File: config.mk
export PLATFORM = sky130hd
export DESIGN_NAME = usr_access_reader
export DESIGN_NICKNAME = d
export VERILOG_FILES = /design/src/rtl/usr_access_pkg.sv /design/src/rtl/usr_access_sync.sv /design/src/rtl/usr_access_reader.sv
export SDC_FILE = /design/constraint.sdc
export NUM_CORES = 1
export LEC_CHECK = 0
export BUFFER_PORTS_ARGS = -buffer_cell sky130_fd_sc_hd__buf_2
export CAP_MARGIN = 20
export CELL_PAD_IN_SITES_DETAIL_PLACEMENT = 1
export CELL_PAD_IN_SITES_GLOBAL_PLACEMENT = 1
export CORE_UTILIZATION = 45
export DETAILED_ROUTE_END_ITERATION = 16
export PLACE_DENSITY_LB_ADDON = 0.1
export SLEW_MARGIN = 25
export SYNTH_ARGS = -nofsm -noshare
export SYNTH_HDL_FRONTEND = slang
export SYNTH_HIERARCHICAL = 1
export SYNTH_SLANG_ARGS = --single-unit
File: constraint.sdc
create_clock -name CLK -period 2.3 [get_ports CLK]
set_input_delay 0.575 -clock CLK [delete_from_list [all_inputs] [get_ports CLK]]
set_output_delay 0.575 -clock CLK [all_outputs]
set_load 0.03 [all_outputs]
File: src/rtl/usr_access_pkg.sv
// Shared definitions for the USR_ACCESS reader.
//   state_t          FSM state encoding used by usr_access_reader
//   DEF_*            default parameter values
//   TS_*_LSB         bit positions of the build-timestamp fields inside DATA
//   ts_plausible()   range check of a packed timestamp word
package usr_access_pkg;

    typedef enum logic [1:0] {
        ST_WAIT    = 2'd0,
        ST_QUALIFY = 2'd1,
        ST_OFFER   = 2'd2,
        ST_DONE    = 2'd3
    } state_t;

    localparam int DEF_SYNC_STAGES   = 2;
    localparam int DEF_STABLE_CYCLES = 8;
    localparam int DEF_CFGCLK_EDGES  = 4;

    localparam int TS_DAY_LSB   = 27;
    localparam int TS_MONTH_LSB = 23;
    localparam int TS_YEAR_LSB  = 17;
    localparam int TS_HOUR_LSB  = 12;
    localparam int TS_MIN_LSB   = 6;
    localparam int TS_SEC_LSB   = 0;

    // Day field is 5 bits, so only the lower bound needs checking.
    function automatic logic ts_plausible(input logic [31:0] w);
        logic [4:0] day;
        logic [3:0] mon;
        logic [4:0] hour;
        logic [5:0] mins;
        logic [5:0] secs;
        day  = w[TS_DAY_LSB   +: 5];
        mon  = w[TS_MONTH_LSB +: 4];
        hour = w[TS_HOUR_LSB  +: 5];
        mins = w[TS_MIN_LSB   +: 6];
        secs = w[TS_SEC_LSB   +: 6];
        return (day != 5'd0) && (mon != 4'd0) && (mon <= 4'd12) &&
               (hour < 5'd24) && (mins < 6'd60) && (secs < 6'd60);
    endfunction

endpackage

File: src/rtl/usr_access_sync.sv
// Single-bit multi-flop synchroniser with edge detection.
//   clk_i   user clock
//   rst_i   synchronous active-high reset
//   d_i     asynchronous input
//   q_o     synchronised level (STAGES flops deep)
//   rise_o  one-cycle pulse on a synchronised 0->1 transition
//   fall_o  one-cycle pulse on a synchronised 1->0 transition
module usr_access_sync #(
    parameter int STAGES = 2
) (
    input  logic clk_i,
    input  logic rst_i,
    input  logic d_i,
    output logic q_o,
    output logic rise_o,
    output logic fall_o
);

    logic [STAGES-1:0] sync_q;
    logic              prev_q;

    always_ff @(posedge clk_i) begin
        if (rst_i) begin
            sync_q <= '0;
            prev_q <= 1'b0;
        end else begin
            sync_q <= {sync_q[STAGES-2:0], d_i};
            prev_q <= sync_q[STAGES-1];
        end
    end

    assign q_o    = sync_q[STAGES-1];
    assign rise_o =  sync_q[STAGES-1] & ~prev_q;
    assign fall_o = ~sync_q[STAGES-1] &  prev_q;

endmodule

File: src/rtl/usr_access_reader.sv
// Fabric-side consumer of the USR_ACCESS configuration-data interface.
// Qualifies DATA as stable, offers it once over valid/ready, tracks value
// changes across re-arms and reports CFGCLK activity.
//   CLK, RST            user clock, synchronous active-high reset
//   CFGCLK, DATAVALID   asynchronous primitive strobes (synchronised here)
//   DATA[31:0]          asynchronous primitive word (single capture + stability check)
//   REARM               pulse: drop the result and requalify
//   DOUT, DOUT_VALID,
//   DOUT_READY          qualified word handshake
//   CHANGED             sticky: accepted word differed from the previous one
//   CFGCLK_SEEN         sticky: CFGCLK_EDGES synchronised CFGCLK rises seen
//   BUSY                qualification in progress
// Optional build macro USR_ACCESS_TIMESTAMP_DECODE_EN adds the TS_* outputs,
// decoded from DOUT and updated in the same cycle as DOUT.
//
// state      | meaning
// -----------+-----------------------------------------------------------
// ST_WAIT    | idle, waiting for synchronised DATAVALID
// ST_QUALIFY | counting consecutive identical DATA samples
// ST_OFFER   | DOUT_VALID high until DOUT_READY
// ST_DONE    | word delivered; REARM or DATAVALID low returns to ST_WAIT
module usr_access_reader
    import usr_access_pkg::*;
#(
    parameter int SYNC_STAGES   = DEF_SYNC_STAGES,
    parameter int STABLE_CYCLES = DEF_STABLE_CYCLES,
    parameter int CFGCLK_EDGES  = DEF_CFGCLK_EDGES
) (
    input  logic        CLK,
    input  logic        RST,
    input  logic        CFGCLK,
    input  logic        DATAVALID,
    input  logic [31:0] DATA,
    input  logic        REARM,
    output logic [31:0] DOUT,
    output logic        DOUT_VALID,
    input  logic        DOUT_READY,
    output logic        CHANGED,
    output logic        CFGCLK_SEEN,
    output logic        BUSY
`ifdef USR_ACCESS_TIMESTAMP_DECODE_EN
    ,
    output logic [4:0]  TS_DAY,
    output logic [3:0]  TS_MONTH,
    output logic [5:0]  TS_YEAR,
    output logic [4:0]  TS_HOUR,
    output logic [5:0]  TS_MIN,
    output logic [5:0]  TS_SEC,
    output logic        TS_PLAUSIBLE
`endif
);

    localparam logic [7:0] STABLE_C = 8'(STABLE_CYCLES);
    localparam logic [3:0] EDGES_C  = 4'(CFGCLK_EDGES);

    logic dv_sync, dv_rise, dv_fall;
    logic cc_sync, cc_rise, cc_fall;

    usr_access_sync #(.STAGES(SYNC_STAGES)) u_sync_dv (
        .clk_i (CLK),
        .rst_i (RST),
        .d_i   (DATAVALID),
        .q_o   (dv_sync),
        .rise_o(dv_rise),
        .fall_o(dv_fall)
    );

    usr_access_sync #(.STAGES(SYNC_STAGES)) u_sync_cc (
        .clk_i (CLK),
        .rst_i (RST),
        .d_i   (CFGCLK),
        .q_o   (cc_sync),
        .rise_o(cc_rise),
        .fall_o(cc_fall)
    );

    logic unused_sync;
    assign unused_sync = ^{dv_rise, dv_fall, cc_sync, cc_fall};

    state_t      state_q, state_d;
    logic [31:0] dq_q;
    logic [31:0] cand_q, cand_d;
    logic [7:0]  cnt_q, cnt_d;
    logic [31:0] dout_q, dout_d;
    logic [31:0] last_q, last_d;
    logic        have_prev_q, have_prev_d;
    logic        changed_q, changed_d;
    logic [3:0]  edge_cnt_q, edge_cnt_d;
    logic        seen_q, seen_d;

    always_comb begin
        state_d     = state_q;
        cand_d      = cand_q;
        cnt_d       = cnt_q;
        dout_d      = dout_q;
        last_d      = last_q;
        have_prev_d = have_prev_q;
        changed_d   = changed_q;

        case (state_q)
            ST_WAIT: begin
                if (REARM) begin
                    cnt_d = 8'd0;
                end else if (dv_sync) begin
                    cand_d  = dq_q;
                    cnt_d   = 8'd1;
                    state_d = ST_QUALIFY;
                end
            end
            ST_QUALIFY: begin
                if (REARM || !dv_sync) begin
                    cnt_d   = 8'd0;
                    state_d = ST_WAIT;
                end else if (dq_q != cand_q) begin
                    cand_d = dq_q;
                    cnt_d  = 8'd1;
                end else if (cnt_q == STABLE_C) begin
                    dout_d  = cand_q;
                    state_d = ST_OFFER;
                end else begin
                    cnt_d = cnt_q + 8'd1;
                end
            end
            ST_OFFER: begin
                // Valid never retracts here: REARM and DATAVALID only act
                // once the handshake has happened.
                if (DOUT_READY) begin
                    changed_d   = changed_q | (have_prev_q && (dout_q != last_q));
                    last_d      = dout_q;
                    have_prev_d = 1'b1;
                    state_d     = REARM ? ST_WAIT : ST_DONE;
                end
            end
            ST_DONE: begin
                if (REARM || !dv_sync) begin
                    state_d = ST_WAIT;
                end
            end
            default: state_d = ST_WAIT;
        endcase

        edge_cnt_d = edge_cnt_q;
        if (cc_rise && (edge_cnt_q != 4'hF)) begin
            edge_cnt_d = edge_cnt_q + 4'd1;
        end
        seen_d = seen_q | (edge_cnt_d >= EDGES_C);
    end

    always_ff @(posedge CLK) begin
        if (RST) begin
            state_q     <= ST_WAIT;
            dq_q        <= '0;
            cand_q      <= '0;
            cnt_q       <= '0;
            dout_q      <= '0;
            last_q      <= '0;
            have_prev_q <= 1'b0;
            changed_q   <= 1'b0;
            edge_cnt_q  <= '0;
            seen_q      <= 1'b0;
        end else begin
            state_q     <= state_d;
            dq_q        <= DATA;
            cand_q      <= cand_d;
            cnt_q       <= cnt_d;
            dout_q      <= dout_d;
            last_q      <= last_d;
            have_prev_q <= have_prev_d;
            changed_q   <= changed_d;
            edge_cnt_q  <= edge_cnt_d;
            seen_q      <= seen_d;
        end
    end

    assign DOUT        = dout_q;
    assign DOUT_VALID  = (state_q == ST_OFFER);
    assign BUSY        = (state_q == ST_QUALIFY);
    assign CHANGED     = changed_q;
    assign CFGCLK_SEEN = seen_q;

`ifdef USR_ACCESS_TIMESTAMP_DECODE_EN
    logic plaus_q;

    // Evaluated on dout_d so the flag lands in the same cycle as DOUT.
    always_ff @(posedge CLK) begin
        if (RST) begin
            plaus_q <= 1'b0;
        end else begin
            plaus_q <= ts_plausible(dout_d);
        end
    end

    assign TS_DAY       = dout_q[TS_DAY_LSB   +: 5];
    assign TS_MONTH     = dout_q[TS_MONTH_LSB +: 4];
    assign TS_YEAR      = dout_q[TS_YEAR_LSB  +: 6];
    assign TS_HOUR      = dout_q[TS_HOUR_LSB  +: 5];
    assign TS_MIN       = dout_q[TS_MIN_LSB   +: 6];
    assign TS_SEC       = dout_q[TS_SEC_LSB   +: 6];
    assign TS_PLAUSIBLE = plaus_q;
`endif

endmodule

=== Yosys cells after proc, flatten, opt, wreduce, memory -nomap -nowiden ===
Cells that the tools add are included.

* Output and inout port bits: 36
* Register bits: 150
* Input port bits: 38

* Add/sub/neg operators: 2
* Eq/ne operators: 17
* Reductions and logical operators: 11
* Bitwise operators: 6
* $lt $le $gt $ge: 1
* Multiplexer cells: 21

{| class="wikitable"
|+ Operator list
! cell !! count
|-
| two-way mux 32 bit || 4
|-
| != test 32 bit || 2
|-
| one-hot mux 32 bit (2 select lines) || 1
|-
| two-way mux 8 bit || 5
|-
| two-way mux 2 bit || 8
|-
| one-hot mux 8 bit (2 select lines) || 1
|-
| adder 8 x 1 -> 8 bit (second input constant) || 1
|-
| equality test 8 x 4 -> 1 bit (second input constant) || 1
|-
| one-hot mux 2 bit (4 select lines) || 1
|-
| != test 2 x 1 -> 1 bit (second input constant) || 3
|-
| != test 2 bit (second input constant) || 3
|-
| != test 3 x 2 -> 1 bit (second input constant) || 2
|-
| AND reduction 6 bit || 1
|-
| AND reduction 5 bit || 1
|-
| adder 4 x 1 -> 4 bit (second input constant) || 1
|-
| equality test 2 bit (second input constant) || 2
|-
| greater-or-equal comparator 4 x 3 -> 1 bit (second input constant) || 1
|-
| two-way mux 4 bit || 1
|-
| != test 4 x 3 -> 1 bit (second input constant) || 1
|-
| != test 4 bit (second input constant) || 1
|-
| AND reduction 4 bit || 1
|-
| != test 3 x 1 -> 1 bit (second input constant) || 1
|-
| inverter 1 bit || 3
|-
| AND reduction 3 bit || 1
|-
| 9 further kinds || 11
|}

=== Depth between registers and ports, before layout ===
* Depth in word-level cells: 6
* Gate-level depth with buffers: 9
* Depth with buffers taken out: 8

=== By module ===
Netlist, hierarchy kept.

{| class="wikitable"
|+ Modules (own cells, without submodules)
! module !! seq. area each (um^2) !! instances !! area an instance (um^2) !! cells an instance
|-
| usr_access_reader || 2902.8 || 1 || 5938.2 || 614
|-
| usr_access_sync || 60.1 || 2 || 91.3 || 8
|}

=== Worst setup path after synthesis ===
No wires, ideal clock.

* Path type: register to register
* Start: register cand_q[23]
* End: register dout_q[21] (netlist: DOUT[21])
* Data arrival time: 1.893 ns
* Path slack: 0.280 ns
* Library setup time: 0.128 ns
* Cell stages (with the launch flop): 9
* Cells stage by stage: dfxtp_1 -> xor2_1 -> nor4_2 -> nand4_2 -> nor4b_2 -> buf_6 -> buf_12 -> mux2i_1 -> nor2_1

* Word-level cells in the longest chain between the ends: 3

{| class="wikitable"
|+ RTL lines
! what !! RTL line !! text
|-
| start: declaration || usr_access_reader.sv:82 || <nowiki>logic [31:0] cand_q, cand_d;</nowiki>
|-
| start signal: assignment || usr_access_reader.sv:164 || <nowiki>cand_q <= cand_d;</nowiki>
|-
| != test 32 bit || usr_access_reader.sv:114 || <nowiki>end else if (dq_q != cand_q) begin</nowiki>
|-
| inverter 1 bit (no source line) || - ||
|-
| AND reduction 4 bit (no source line) || - ||
|-
| end signal: assignment || usr_access_reader.sv:166 || <nowiki>dout_q <= dout_d;</nowiki>
|-
| end: declaration || usr_access_reader.sv:84 || <nowiki>logic [31:0] dout_q, dout_d;</nowiki>
|}

Every way passes these cells.
A chain may end at the register's enable or synchronous reset.

=== Worst setup path in the final report ===
* Start: register cand_q[12]
* End: register cand_q[24]

* Word-level cells in the longest chain between the ends: 3

{| class="wikitable"
|+ RTL lines
! what !! RTL line
|-
| != test 32 bit || usr_access_reader.sv:114
|-
| != test 2 x 1 -> 1 bit (no source line) || -
|-
| AND reduction 5 bit (no source line) || -
|}

Every way passes these cells.

==> flow_summary.json <==
{
  "p_clk_share_pct": 44.2,
  "finalPower_w": 0.00610,
  "worstSetupEndpointType": "register",
  "port_buffers": 73,
  "min-delay-start": "DATA[5]",
  "grt_pass1_vias": 5010,
  "arrival_ps": 2560,
  "grt_pass1_wl_um": 26000,
  "grt_overflow": 0,
  "hold_viol": 0,
  "cp_max_fo": 16,
  "vias_per_cell": 5.19,
  "p_per_area_mw_per_mm2": 809,
  "ir_worst_vdd_v": 0.000607,
  "rsz0062_at_grt": "true",
  "tightest_slew_ps": 526,
  "setup.worst_path.class": "reg2reg",
  "yosys_warnings": 6,
  "p_seq_share_pct": 44.8,
  "max_freq_mhz": 442,
  "cts_buffers": 17,
  "num_rows": 42,
  "drtAntennaViolNets": 0,
  "area_growth_pct": 24.2,
  "reg2reg_slack_ps": 40,
  "tns_ps": 0,
  "clock_skew_ps": 7.30,
  "insertion_delay_ps": 420,
  "required_ps": 2590,
  "postSynthCellCount": 625,
  "die_h_um": 118,
  "final.min_clock_period_ps": 2260,
  "dieArea_mm2": 0.0140,
  "core_mm2": 0.0132,
  "grt_max_degree": 82,
  "vias": 4683,
  "period_share_pct": 98.4,
  "place_congestion": 0.808,
  "ctsHoldBuffers": 0,
  "slew_headroom_pct": 64.7,
  "hold_ws_ps": 365,
  "min_path_type": "in2reg",
  "fin_nets": 759,
  "power.switching_w": 0.00147,
  "cts_root_buffer": "clkbuf_16",
  "critPathLaunchType": "register",
  "dp_slack_ps": -52.6,
  "clk_path_buf_depth": 2,
  "antenna_found_initial": 0,
  "die_x_um": 118,
  "final_common_cell": "dfxtp_1",
  "drv_slew": 0,
  "clk_pin_slew_worst_paths_ps": 60,
  "rr_startpoint": "cand_q[12]",
  "p_sw_share_pct": 24.1,
  "finish.utilization_pct": 57.2,
  "status": "completed",
  "routed_wl_um": 16500,
  "initial_utilization_pct": 46.1,
  "drv_cap": 0,
  "drc": 0,
  "final.setup.worst_slack_ps": 35.8,
  "internal_power_w": 0.00463,
  "hpwlAfterDp_um": 11300,
  "synth_area_mm2": 0.00608,
  "crit_start": "cand_q[12]",
  "io_pins": 74,
  "synthesis.nets": 666,
  "final_cell_mix": "dfxtp_1 (142), nor2_1 (76), nand2_1 (72), buf_2 (72), mux2i_1 (61)",
  "avgSynthCellArea_um2": 9.72,
  "p_comb_share_pct": 11.0,
  "diodes": 0,
  "wl_per_cell_um": 18.2,
  "p_leak_nw": 3.01,
  "grt_usage_pct": 24.6,
  "setup_violations": 0,
  "drtIter0Drc": 231,
  "tritoncts": "done",
  "clock_sinks": 150,
  "drtPass1Iterations": 5,
  "drive_gt1_share_pct": 23.8,
  "cts-htree-levels": 4
}
-- critical path: stages, from the launching register on --
cell and delay [ps]:
dfxtp_1 340, xor2_1 180, nor4_2 330, buf_4 180, nand4_4 110, buf_4 180
o31a_4 360, buf_12 180, mux2i_2 210, nor2_1 60
-- stage by stage --
stage | area (um^2) | instances
2_1_floorplan | 6080 | 625
3_3_place_gp | 6740 | 869
3_5_place_dp | 6740 | 869
4_1_cts | 7400 | 900
5_1_grt | 7550 | 903
6_report | 7550 | 903
-- area by class of cell --
cell class	instances	area (um^2)
Clock buffer	24	502
Clock inverter	4	70.1
Fill cell	1475	5640
Inverter	9	33.8
Multi-Input combinational cell	433	2990
Sequential cell	150	3010
Tap cell	176	220
Timing Repair Buffer	107	721
-- sequential cells by signal (all words and copies together), names as in the netlist --
signal,count
u_sync_dv/sync_q,2
DOUT,32
edge_cnt_q,4
dq_q,32
cand_q,32
last_q,32
state_q,2
CFGCLK_SEEN,1
have_prev_q,1
CHANGED,1
u_sync_cc/sync_q,2
cnt_q,8
u_sync_cc/prev_q,1
-- power by group through the flow --
stage	Sequential [W]	Clock [W]	Combinational, W
finish	0.00273	0.00270	0.000669
global route	0.00274	0.00288	0.000717
CTS	0.00273	0.00274	0.000648
detailed placement	0.00279	0	0.000618
global placement	0.00278	0	0.000599
floorplan	0.00277	0	0.000395
-- metal layers --
metal	GRT usage, %	vias to the layer above	wire, um
li1	-	2268	-
met1	29.7	2318	7200
met2	42.2	80	8430
met3	5.74	17	551
met4	9.13	0	278
met5	0	-	0
-- path summary, 6_finish.rpt --
path,depth (start not counted),to
min reg2reg,1,u_sync_cc/sync_q[1]
min,2,dq_q[5]
max,9,cand_q[24]
max reg2reg,9,cand_q[24]
-- what timing repair did --
| item | CTS | global route |
|---|---|---|
| setup endpoints to repair | 32 | 71 |
| pin swaps | 5 | 11 |
| cloned | 1 | 1 |
| gates resized for setup | 13 | 22 |
| buffers inserted | 2 | 2 |
Note: power is estimated with default switching activity, not from simulation.
